## src/rtl/onc_uart_tx_if.sv

```systemverilog
// CPU data-memory bus as seen by the UART transmitter.
//   addr : data-memory address from the CPU
//   din  : write data from the CPU
//   we   : write enable, sampled on the rising clock edge
//   dout : read data returned to the CPU, combinational from addr
// The master modport is the CPU side; the slave modport is the peripheral side.
interface onc_uart_tx_if;
  logic [15:0] addr;
  logic [15:0] din;
  logic        we;
  logic [15:0] dout;

  modport master (output addr, output din, output we, input dout);
  modport slave  (input addr, input din, input we, output dout);
endinterface

```

## src/rtl/onc_uart_tx.sv

```systemverilog
// Memory-mapped 8N1 UART transmitter with a small TX buffer.
//   clock : system clock, all state updates on the rising edge
//   n_rst : asynchronous active-low reset
//   bus   : CPU data-memory bus (slave modport)
//           BASE_ADDR   write pushes din[7:0] into the TX buffer, reads 0
//           BASE_ADDR+1 read {12'h0, ovf, empty, full, busy}; write din[3]=1 clears ovf
//   txd   : serial output, idle high, LSB first, registered
// Optional feature macro: ONC_UART_TX_FIFO_EN selects a 4-entry FIFO buffer;
// without it the buffer is a single holding register.
module onc_uart_tx #(
  parameter int unsigned CLK_DIV   = 16,
  parameter logic [15:0] BASE_ADDR = 16'hFF00
) (
  input  logic             clock,
  input  logic             n_rst,
  onc_uart_tx_if.slave     bus,
  output logic             txd
);

  typedef enum logic [1:0] {StIdle, StStart, StData, StStop} state_e;

  localparam logic [15:0] StatAddr = BASE_ADDR + 16'd1;
  localparam logic [15:0] DivLast  = 16'(CLK_DIV - 1);

  state_e      state_q;
  logic [15:0] div_q;
  logic [2:0]  bit_q;
  logic [7:0]  shift_q;
  logic        ovf_q;

  logic       push, pop, accept, full, empty, div_end;
  logic [7:0] head;

  assign push    = bus.we && (bus.addr == BASE_ADDR);
  assign div_end = (div_q == DivLast);
  // Head leaves the buffer when idle, or on the last stop cycle for a gapless next frame.
  assign pop     = !empty && ((state_q == StIdle) || ((state_q == StStop) && div_end));
  // A push into a full buffer still lands if a slot frees in the same cycle.
  assign accept  = push && (!full || pop);

  // Only the byte lane and the ovf-clear bit of din carry meaning.
  logic unused_din;
  assign unused_din = ^bus.din[15:8];

`ifdef ONC_UART_TX_FIFO_EN
  logic [7:0] mem_q [4];
  logic [1:0] wr_ptr_q, rd_ptr_q;
  logic [2:0] count_q;

  assign full  = (count_q == 3'd4);
  assign empty = (count_q == 3'd0);
  assign head  = mem_q[rd_ptr_q];

  always_ff @(posedge clock or negedge n_rst) begin
    if (!n_rst) begin
      wr_ptr_q <= 2'd0;
      rd_ptr_q <= 2'd0;
      count_q  <= 3'd0;
    end else begin
      if (accept) wr_ptr_q <= wr_ptr_q + 2'd1;
      if (pop)    rd_ptr_q <= rd_ptr_q + 2'd1;
      unique case ({accept, pop})
        2'b10:   count_q <= count_q + 3'd1;
        2'b01:   count_q <= count_q - 3'd1;
        default: count_q <= count_q;
      endcase
    end
  end

  // Storage needs no reset: occupancy is tracked by count_q.
  always_ff @(posedge clock) begin
    if (accept) mem_q[wr_ptr_q] <= bus.din[7:0];
  end
`else
  logic [7:0] hold_q;
  logic       occ_q;

  assign full  = occ_q;
  assign empty = !occ_q;
  assign head  = hold_q;

  always_ff @(posedge clock or negedge n_rst) begin
    if (!n_rst) begin
      occ_q  <= 1'b0;
      hold_q <= 8'h00;
    end else begin
      if (accept) begin
        occ_q  <= 1'b1;
        hold_q <= bus.din[7:0];
      end else if (pop) begin
        occ_q  <= 1'b0;
      end
    end
  end
`endif

  always_ff @(posedge clock or negedge n_rst) begin
    if (!n_rst) begin
      ovf_q <= 1'b0;
    end else if (push && full && !pop) begin
      ovf_q <= 1'b1;
    end else if (bus.we && (bus.addr == StatAddr) && bus.din[3]) begin
      ovf_q <= 1'b0;
    end
  end

  always_ff @(posedge clock or negedge n_rst) begin
    if (!n_rst) begin
      state_q <= StIdle;
      div_q   <= 16'd0;
      bit_q   <= 3'd0;
      shift_q <= 8'h00;
      txd     <= 1'b1;
    end else begin
      unique case (state_q)
        StIdle: begin
          txd   <= 1'b1;
          div_q <= 16'd0;
          if (!empty) begin
            state_q <= StStart;
            shift_q <= head;
            txd     <= 1'b0;
          end
        end
        StStart: begin
          if (div_end) begin
            div_q   <= 16'd0;
            bit_q   <= 3'd0;
            state_q <= StData;
            txd     <= shift_q[0];
          end else begin
            div_q <= div_q + 16'd1;
          end
        end
        StData: begin
          if (div_end) begin
            div_q <= 16'd0;
            if (bit_q == 3'd7) begin
              state_q <= StStop;
              txd     <= 1'b1;
            end else begin
              bit_q   <= bit_q + 3'd1;
              shift_q <= shift_q >> 1;
              txd     <= shift_q[1];
            end
          end else begin
            div_q <= div_q + 16'd1;
          end
        end
        StStop: begin
          if (div_end) begin
            div_q <= 16'd0;
            if (!empty) begin
              state_q <= StStart;
              shift_q <= head;
              txd     <= 1'b0;
            end else begin
              state_q <= StIdle;
              txd     <= 1'b1;
            end
          end else begin
            div_q <= div_q + 16'd1;
          end
        end
        default: begin
          state_q <= StIdle;
          txd     <= 1'b1;
        end
      endcase
    end
  end

  always_comb begin
    bus.dout = 16'h0000;
    if (bus.addr == StatAddr) begin
      bus.dout = {12'h000, ovf_q, empty, full, (state_q != StIdle)};
    end
  end

endmodule

```

## src/flat_wrapper.sv

```systemverilog
// flat-port wrapper written by rule: the top's interface ports become plain ports
module onc_uart_tx_flat 
#(
  parameter int unsigned CLK_DIV   = 16,
  parameter logic [15:0] BASE_ADDR = 16'hFF00
)
  (clock, n_rst, txd, bus_addr, bus_din, bus_we, bus_dout);
  onc_uart_tx_if bus_i ();
  input  logic clock;
  input  logic n_rst;
  output logic txd;
  input wire logic [$bits(bus_i.addr)-1:0] bus_addr;
  input wire logic [$bits(bus_i.din)-1:0] bus_din;
  input wire logic [$bits(bus_i.we)-1:0] bus_we;
  output wire logic [$bits(bus_i.dout)-1:0] bus_dout;
  assign bus_i.addr = bus_addr;
  assign bus_i.din = bus_din;
  assign bus_i.we = bus_we;
  assign bus_dout = bus_i.dout;
  onc_uart_tx #(.CLK_DIV(CLK_DIV), .BASE_ADDR(BASE_ADDR)) u_core (.clock(clock), .n_rst(n_rst), .bus(bus_i), .txd(txd));
endmodule
```

## config.mk

```make
export PLATFORM = sky130hd
export DESIGN_NAME = onc_uart_tx_flat
export DESIGN_NICKNAME = d
export VERILOG_FILES = /design/src/rtl/onc_uart_tx_if.sv /design/src/rtl/onc_uart_tx.sv /design/src/flat_wrapper.sv
export SDC_FILE = /design/constraint.sdc
export NUM_CORES = 1
export LEC_CHECK = 0
export CAP_MARGIN = 20
export CORE_MARGIN = 2
export CORE_UTILIZATION = 63
export DETAILED_ROUTE_END_ITERATION = 8
export DONT_BUFFER_PORTS = 1
export HOLD_SLACK_MARGIN = 0.06
export PLACE_DENSITY_LB_ADDON = 0.15
export SLEW_MARGIN = 20
export SYNTH_ARGS = -nofsm -noshare
export SYNTH_HDL_FRONTEND = slang
export SYNTH_SLANG_ARGS = --single-unit
```

## constraint.sdc

```tcl
create_clock -name clock -period 3.7 [get_ports clock]
set_input_delay 1.11 -clock clock [delete_from_list [all_inputs] [get_ports clock]]
set_output_delay 1.11 -clock clock [all_outputs]
set_load 0.05 [all_outputs]
```

==> results_tabular.tex <==
\begin{tabular}{lr}
\hline
Metric & Value \\
\hline
\multicolumn{2}{l}{\textbf{Timing}} \\
Transition time at the pin with the least slew margin & 567.1 ps \\
Final clock period utilization by the worst path & 97.20\% \\
Max-Slew Margin vs Limit & 62.19\% \\
Timing-limited maximum frequency & 0.2781 GHz \\
Clock skew after layout & 5.974 ps \\
Final Max Tran Viols & 0 \\
Time the final worst path needs with I/O delays and setup & 3596 ps \\
Worst Hold Margin & 437.5 ps \\
Worst Setup Slack, final & 103.7 ps \\
Unrepaired setup endpoints after global routing & false \\
Final count of negative-setup-slack endpoints & 0 \\
Final hold vios & 0 \\
\multicolumn{2}{l}{\textbf{Floorplan}} \\
Floorplan row count & 21 \\
I/O pin total & 52 \\
Area of the die & 4014 sq um \\
Initial Utilization & 66.00\% \\
Die Height & 63.36 um \\
Core outline area & 3363 sq um \\
Width of the die & 63.36 um \\
\multicolumn{2}{l}{\textbf{Placed design}} \\
Placer's final routability congestion estimate & 0.8416 \\
Count of input and output buffers & 0 \\
Half-perimeter wire length after detailed placement & 3006 um \\
Worst setup slack after placement & 80.26 ps \\
Inst Count DP & 251 \\
\multicolumn{2}{l}{\textbf{Worst setup path}} \\
Number of cells on the worst reg-to-reg path & 4 \\
Maximum fanout count along the critical path & 4 \\
Required time worst endpoint & 2590 ps \\
Crit path DAT & 2490 ps \\
Start point of the critical path & bus\_addr[1] \\
Kind of end point of the critical path & output port \\
Crit Reg-Reg Startpoint & u\_core.div\_q[9] \\
Crit start category & input pin \\
R2r endpoint & u\_core.shift\_q[0] \\
Crit Path Category & in -> out \\
FF-to-FF setup slack & 1190 ps \\
\multicolumn{2}{l}{\textbf{Clock tree}} \\
Total CTS buffers & 5 \\
Post-cts gate resize count & 0 \\
Root buf cell & sky130\_fd\_sc\_hd\_\_clkbuf\_4 \\
Number of sinks driven by the clock tree & 40 \\
Hold bufs inserted after CTS & 0 \\
Clock Pin Slew Worst Setup and Hold Paths & 120 ps \\
TritonCTS clock tree & yes \\
Clock latency of the later-clocked register in the worst-skew pair & 340 ps \\
Buffers inserted during post-CTS setup optimization & 0 \\
Maximum count of clock buffers along a single path & 2 \\
Level count of the clock H-tree & 2 \\
\multicolumn{2}{l}{\textbf{Logic synthesis}} \\
Netlist area before placement & 2220 sq um \\
Predominant post-synthesis flop cell & sky130\_fd\_sc\_hd\_\_dfrtp\_1 \\
Average instance area after synthesis & 10.77 sq um \\
Flip-flop and latch count after synthesis & 40 \\
Ys async rst share & 100.0\% \\
Yosys warns & 0 \\
Sequential element share of the synthesized area & 45.15\% \\
Count of different cell masters after synthesis & 41 \\
Number of standard cells after synthesis & 206 \\
Count of flip-flops with a built-in enable after synthesis & 0 \\
\multicolumn{2}{l}{\textbf{Detailed routing}} \\
Total via count after detailed routing & 1528 \\
Detailed Routing Iterations Pass 1 & 4 \\
Final antenna-violating net count & 0 \\
Number of vias per cell after detailed routing & 5.900 \\
Post-Route WL & 4007 um \\
Residual DRC & 0 \\
Iteration-0 DRC count of the detailed router & 62 \\
Avg WL per Cell & 15.47 um \\
\multicolumn{2}{l}{\textbf{Cells and area}} \\
Commonest non-fill, non-tap cells in the layout & 39 x sky130\_fd\_sc\_hd\_\_dfrtp\_1, 23 x sky130\_fd\_sc\_hd\_\_mux2\_2, 17 x sky130\_fd\_sc\_hd\_\_nor2\_1 \\
Nets & 256 \\
Number of standard cells in the final layout excluding fillers & 259 \\
Layout cell share with drive strength beyond 1 & 23.00\% \\
Most common cell after layout, fill and taps aside & sky130\_fd\_sc\_hd\_\_dfrtp\_1 \\
Layout Area Growth over Synthesis & 5.637\% \\
Layout Utilization & 69.72\% \\
Layout filler cell count & 267 \\
Total inserted antenna cells & 0 \\
\multicolumn{2}{l}{\textbf{Power and ir drop}} \\
Worst IR Drop VDD & 291.2 uV \\
Total power & 707.4 uW \\
Static leakage & 1.113 nW \\
Power density cells & 301.7 nW/um\^{}2 \\
\multicolumn{2}{l}{\textbf{Hold path}} \\
Worst min-delay path category & in -> async \\
\multicolumn{2}{l}{\textbf{GRT}} \\
Maximum number of pins on one net before global-route repair & 41 \\
Number of global-route vias before repair & 1550 \\
Remaining global-route overflow & 0 \\
Wire length of the first global-routing pass & 6900 um \\
Number of antenna violations at the first check in global routing & 0 \\
Tot GR Track Use & 22.21\% \\
\multicolumn{2}{l}{\textbf{Status}} \\
Result of the run & completed \\
\multicolumn{2}{l}{\textbf{Flow run}} \\
\# Max-Cap Violations & 0 \\
\hline
\end{tabular}
[through the flow]
step | TNS [ps] | area [sq um]
2_1_floorplan | -142.2 | 2268
3_3_place_gp | 0 | 2272
3_5_place_dp | 0 | 2272
4_1_cts | 0 | 2338
5_1_grt | 0 | 2345
6_report | 0 | 2345
[flip-flops by register name, indices dropped and copies added, names as in the netlist]
name	flops
u_core.div_q	16
u_core.state_q	2
u_core.bit_q	3
u_core.full	1
u_core.ovf_q	1
u_core.head	8
u_core.shift_q	8
u_core.txd	1
[worst max-delay path: stages]
cell                      delay, ps
sky130_fd_sc_hd__or4_1          560
sky130_fd_sc_hd__nor4_2         290
sky130_fd_sc_hd__buf_4          160
sky130_fd_sc_hd__nand2_1         80
sky130_fd_sc_hd__nor2_2         140
sky130_fd_sc_hd__buf_12         150
[power by group]
group          total (mW)  internal [mW]  leakage (nW)  switching [mW]
combinational      0.0292        0.00121         0.537          0.0279
clock               0.241         0.0923        0.0305           0.149
sequential          0.437          0.437         0.546       0.0000313
[metal layers]
metal	GRT usage [%]	part of all wire, %	vias to the layer above
met3	5.357	5.0	6
met4	9.239	1.2	0
met5	0	0	-
li1	-	-	731
met1	27.28	42	743
met2	37.37	52	48
[logic make-up after synthesis]
logic type | Yosys count | share of synthesized area [%]
DFF | 40 | 45.15
AOI/OAI and AO/OA | 25 | 8.738
buffers and inverters | 23 | 5.919
other | 1 | 0.1689
xor gates and xnor gates | 11 | 4.340
and+or+nand+nor | 70 | 17.14
adders and majority gates | 9 | 5.073
muxes | 27 | 13.47
[cells in the mapped netlist (all sizes together), types with 3 or more instances]
master	number	area (sq um)
ha	9	112.6
buf	12	90.09
dfrtp	39	975.9
nand2	7	26.28
a21oi	6	33.78
nand4	8	50.05
nor3	3	15.01
clkbuf	3	11.26
o2bb2ai	4	35.03
and3	3	18.77
nand3	5	25.02
nor2	19	71.32
or3	5	31.28
mux2	23	259.0
mux2i	4	40.04
o21ai	3	15.01
xnor2	7	61.31
nor4	5	31.28
or2	3	18.77
inv	8	30.03
xor2	4	35.03
and4	3	26.28
[how the worst max path moves through the flow]
stage | cells after the start | end | slack [ps]
global placement | 6 | bus_dout[0] | 120
floorplan | 4 | bus_dout[0] | -70
CTS | 6 | bus_dout[0] | 80
finish | 6 | bus_dout[0] | 100
global route | 6 | bus_dout[2] | 30
detailed placement | 6 | bus_dout[0] | 80
[layout make-up]
cell class	instances	area, sq um	share of cell area, %
Tap cell	46	57.56	2.455
Clock inverter	2	15.01	0.6403
Timing Repair Buffer	3	47.55	2.028
Clock buffer	6	51.30	2.188
Inverter	8	30.03	1.281
Sequential cell	40	1002	42.74
Multi-Input combinational cell	154	1141	48.67
No activity file was read; power rests on OpenSTA's default activity.
==> RTL change (same flow settings) <==
Re-encode `state_e` (4 states) as one-hot, 4 bits wide.
--- a/src/rtl/onc_uart_tx.sv
+++ b/src/rtl/onc_uart_tx.sv
@@ -17,7 +17,7 @@
   output logic             txd
 );
 
-  typedef enum logic [1:0] {StIdle, StStart, StData, StStop} state_e;
+  typedef enum logic [3:0] {StIdle = 4'b0001, StStart = 4'b0010, StData = 4'b0100, StStop = 4'b1000} state_e;
 
   localparam logic [15:0] StatAddr = BASE_ADDR + 16'd1;
   localparam logic [15:0] DivLast  = 16'(CLK_DIV - 1);
Behaviour: same outputs for any inputs over 10 cycles, from zero or initial values and one cycle with n_rst low; not proved beyond that.
==> RTL change against the original RTL <==
Synthesized cell count increased by 19%. Cell count up 12%. Area after synthesis increased by 6.1%. Hold slack better by 0.069 ns. Sequential cell count rose by 2. Sequential share of layout area increased by 1.2 points. Worst setup slack better by 0.023 ns. Register-to-register slack worse by 0.05 ns. Routed wire length up 6.7%. First-iteration DRC count is 130% higher. Fmax up 0.63%. Power is 9.0% higher. Design area up 2.3%. Highest routed layer unchanged.
==> RTL change: results (changes against the original RTL) <==
* Multi-input gate count at 184 (+19%)
* Drt initial violations at 140 (+130%)
* Final hold slack at 0.507 ns (+0.0693 ns)
* Post-synthesis mux area share at 7.75% (-5.7 points)
* Final Cell Area at 2400 µm² (+2.3%)
* Plain + repair buffers at 2 (-1)
* Share of cells above drive strength 1 at 13.2% (-9.8 points)
* Footprint of the multi-input gates at 1160 µm² (+1.8%)
* Switching Fraction at 23.3% (-1.7 points)
* Vias at 1771 (+16%)
* Non-clk buf share at 0.626% (-1.4 points)
* Sequential power share at 59.5% (-2.3 points)
* Clock period minus worst slack at 3.57 ns (-0.0225 ns)
* Non-clk invs at 7 (-1)
* Sequential Area at 1050 µm² (+5.1%)
* XOR/XNOR Fraction of Synth Area at 0.372% (-4.0 points)
* Slew @ Worst Pin at 0.851 ns (+0.283 ns)
* Reg-to-Reg Start: u_core.div_q[9]
* Clock group share of total power at 36.6% (+2.5 points)
* Seq. pwr at 0.000459 W (+5.0%)
* Flop-to-flop setup slack at 1.14 ns (-0.05 ns)
* Area after DPL at 2320 µm² (+1.9%)
* Peak VDD IR at 0.332 mV (+14%)
* R2r worst-path depth at 5 (+1)
* LEAKAGE at 1.15 nW (+3.3%)
* CTS resizes at 0 (unchanged)
* CP arrival at 2.46 ns (-0.03 ns)
* Critical Path Max Stage Delay at 0.54 ns (-0.02 ns)
* First-pass GRT wire length at 7430 µm (+7.7%)
* Synth cell types at 53 (+29%)
* Synth area leaders: dfrtp_1 42%, mux2_2 4.8%, buf_4 4.5%
* CP max stage cell: or4_4
* Mapped Avg Cell Area at 9.58 µm² (-11%)
* Vias in the first global route at 1631 (+5.2%)
* All-Layer GR Usage at 22.5% (+0.32 points)
* Sequential share of the synthesized area at 44.7% (-0.44 points)
* Largest net degree at the start of global routing at 43 (+4.9%)
* # fillers at 300 (+12%)
* Synth Area in Compound Gates at 14.2% (+5.4 points)
* Clock latency on the worst-skew pair at 0.29 ns (-0.05 ns)
* Post-synth top cells: 40 x dfrtp_1, 21 x nor2_1, 19 x nand2_1
* Yosys top cell area share at 42.5% (-1.5 points)
* Input/output buffers at 0 (unchanged)
* Worst-path clk slew at 0.08 ns (-0.04 ns)
* DP HPWL at 3030 µm (+0.78%)
* Worst flop-to-flop path endpoint: u_core.head[2]
* Critical Path Sink: bus_dout[1]
* Final Routed Wirelength at 4280 µm (+6.7%)
* Clk_skew at 0.00587 ns (-0.000100 ns)
* Async set or reset register ratio after synthesis at 100% (unchanged)
* Adder-cell share of the synthesized area at 1.59% (-3.5 points)
* Status: complete, no violations
* FFs & Latches at 42 (+5.0%)
* WL/cell at 14.7 µm (-5.0%)
* Dpl cells at 283 (+13%)
==> RTL change: cell types whose count changed after synthesis, moves of 4 or more <==
cell / before / now
nand2_1: 7 / 19
a22o_1: 0 / 4
buf_2: 0 / 4
xnor2_1: 7 / 0
a31oi_1: 0 / 4
nand3_1: 5 / 12
mux2_2: 23 / 10
o21ai_0: 3 / 17
a21o_1: 1 / 5
ha_1: 9 / 3
o2bb2ai_1: 4 / 0
a21oi_1: 5 / 11
nor3_1: 3 / 8
==> RTL change: layer usage <==
metal | vias up | global-route usage [%] | share of wire (%)
met5 | - | 0 | 0
met4 | 0 | 8.85 | 1.7
met3 | 7 | 3.60 | 6.2
met2 | 76 | 32.0 | 42
met1 | 817 | 34.7 | 50
li1 | 871 | - | -
==> RTL change: critical path: cells and delay by family <==
family / cells / cell delay [ns]
simple gates: 4 / 1.14
buf+inv: 1 / 0.20
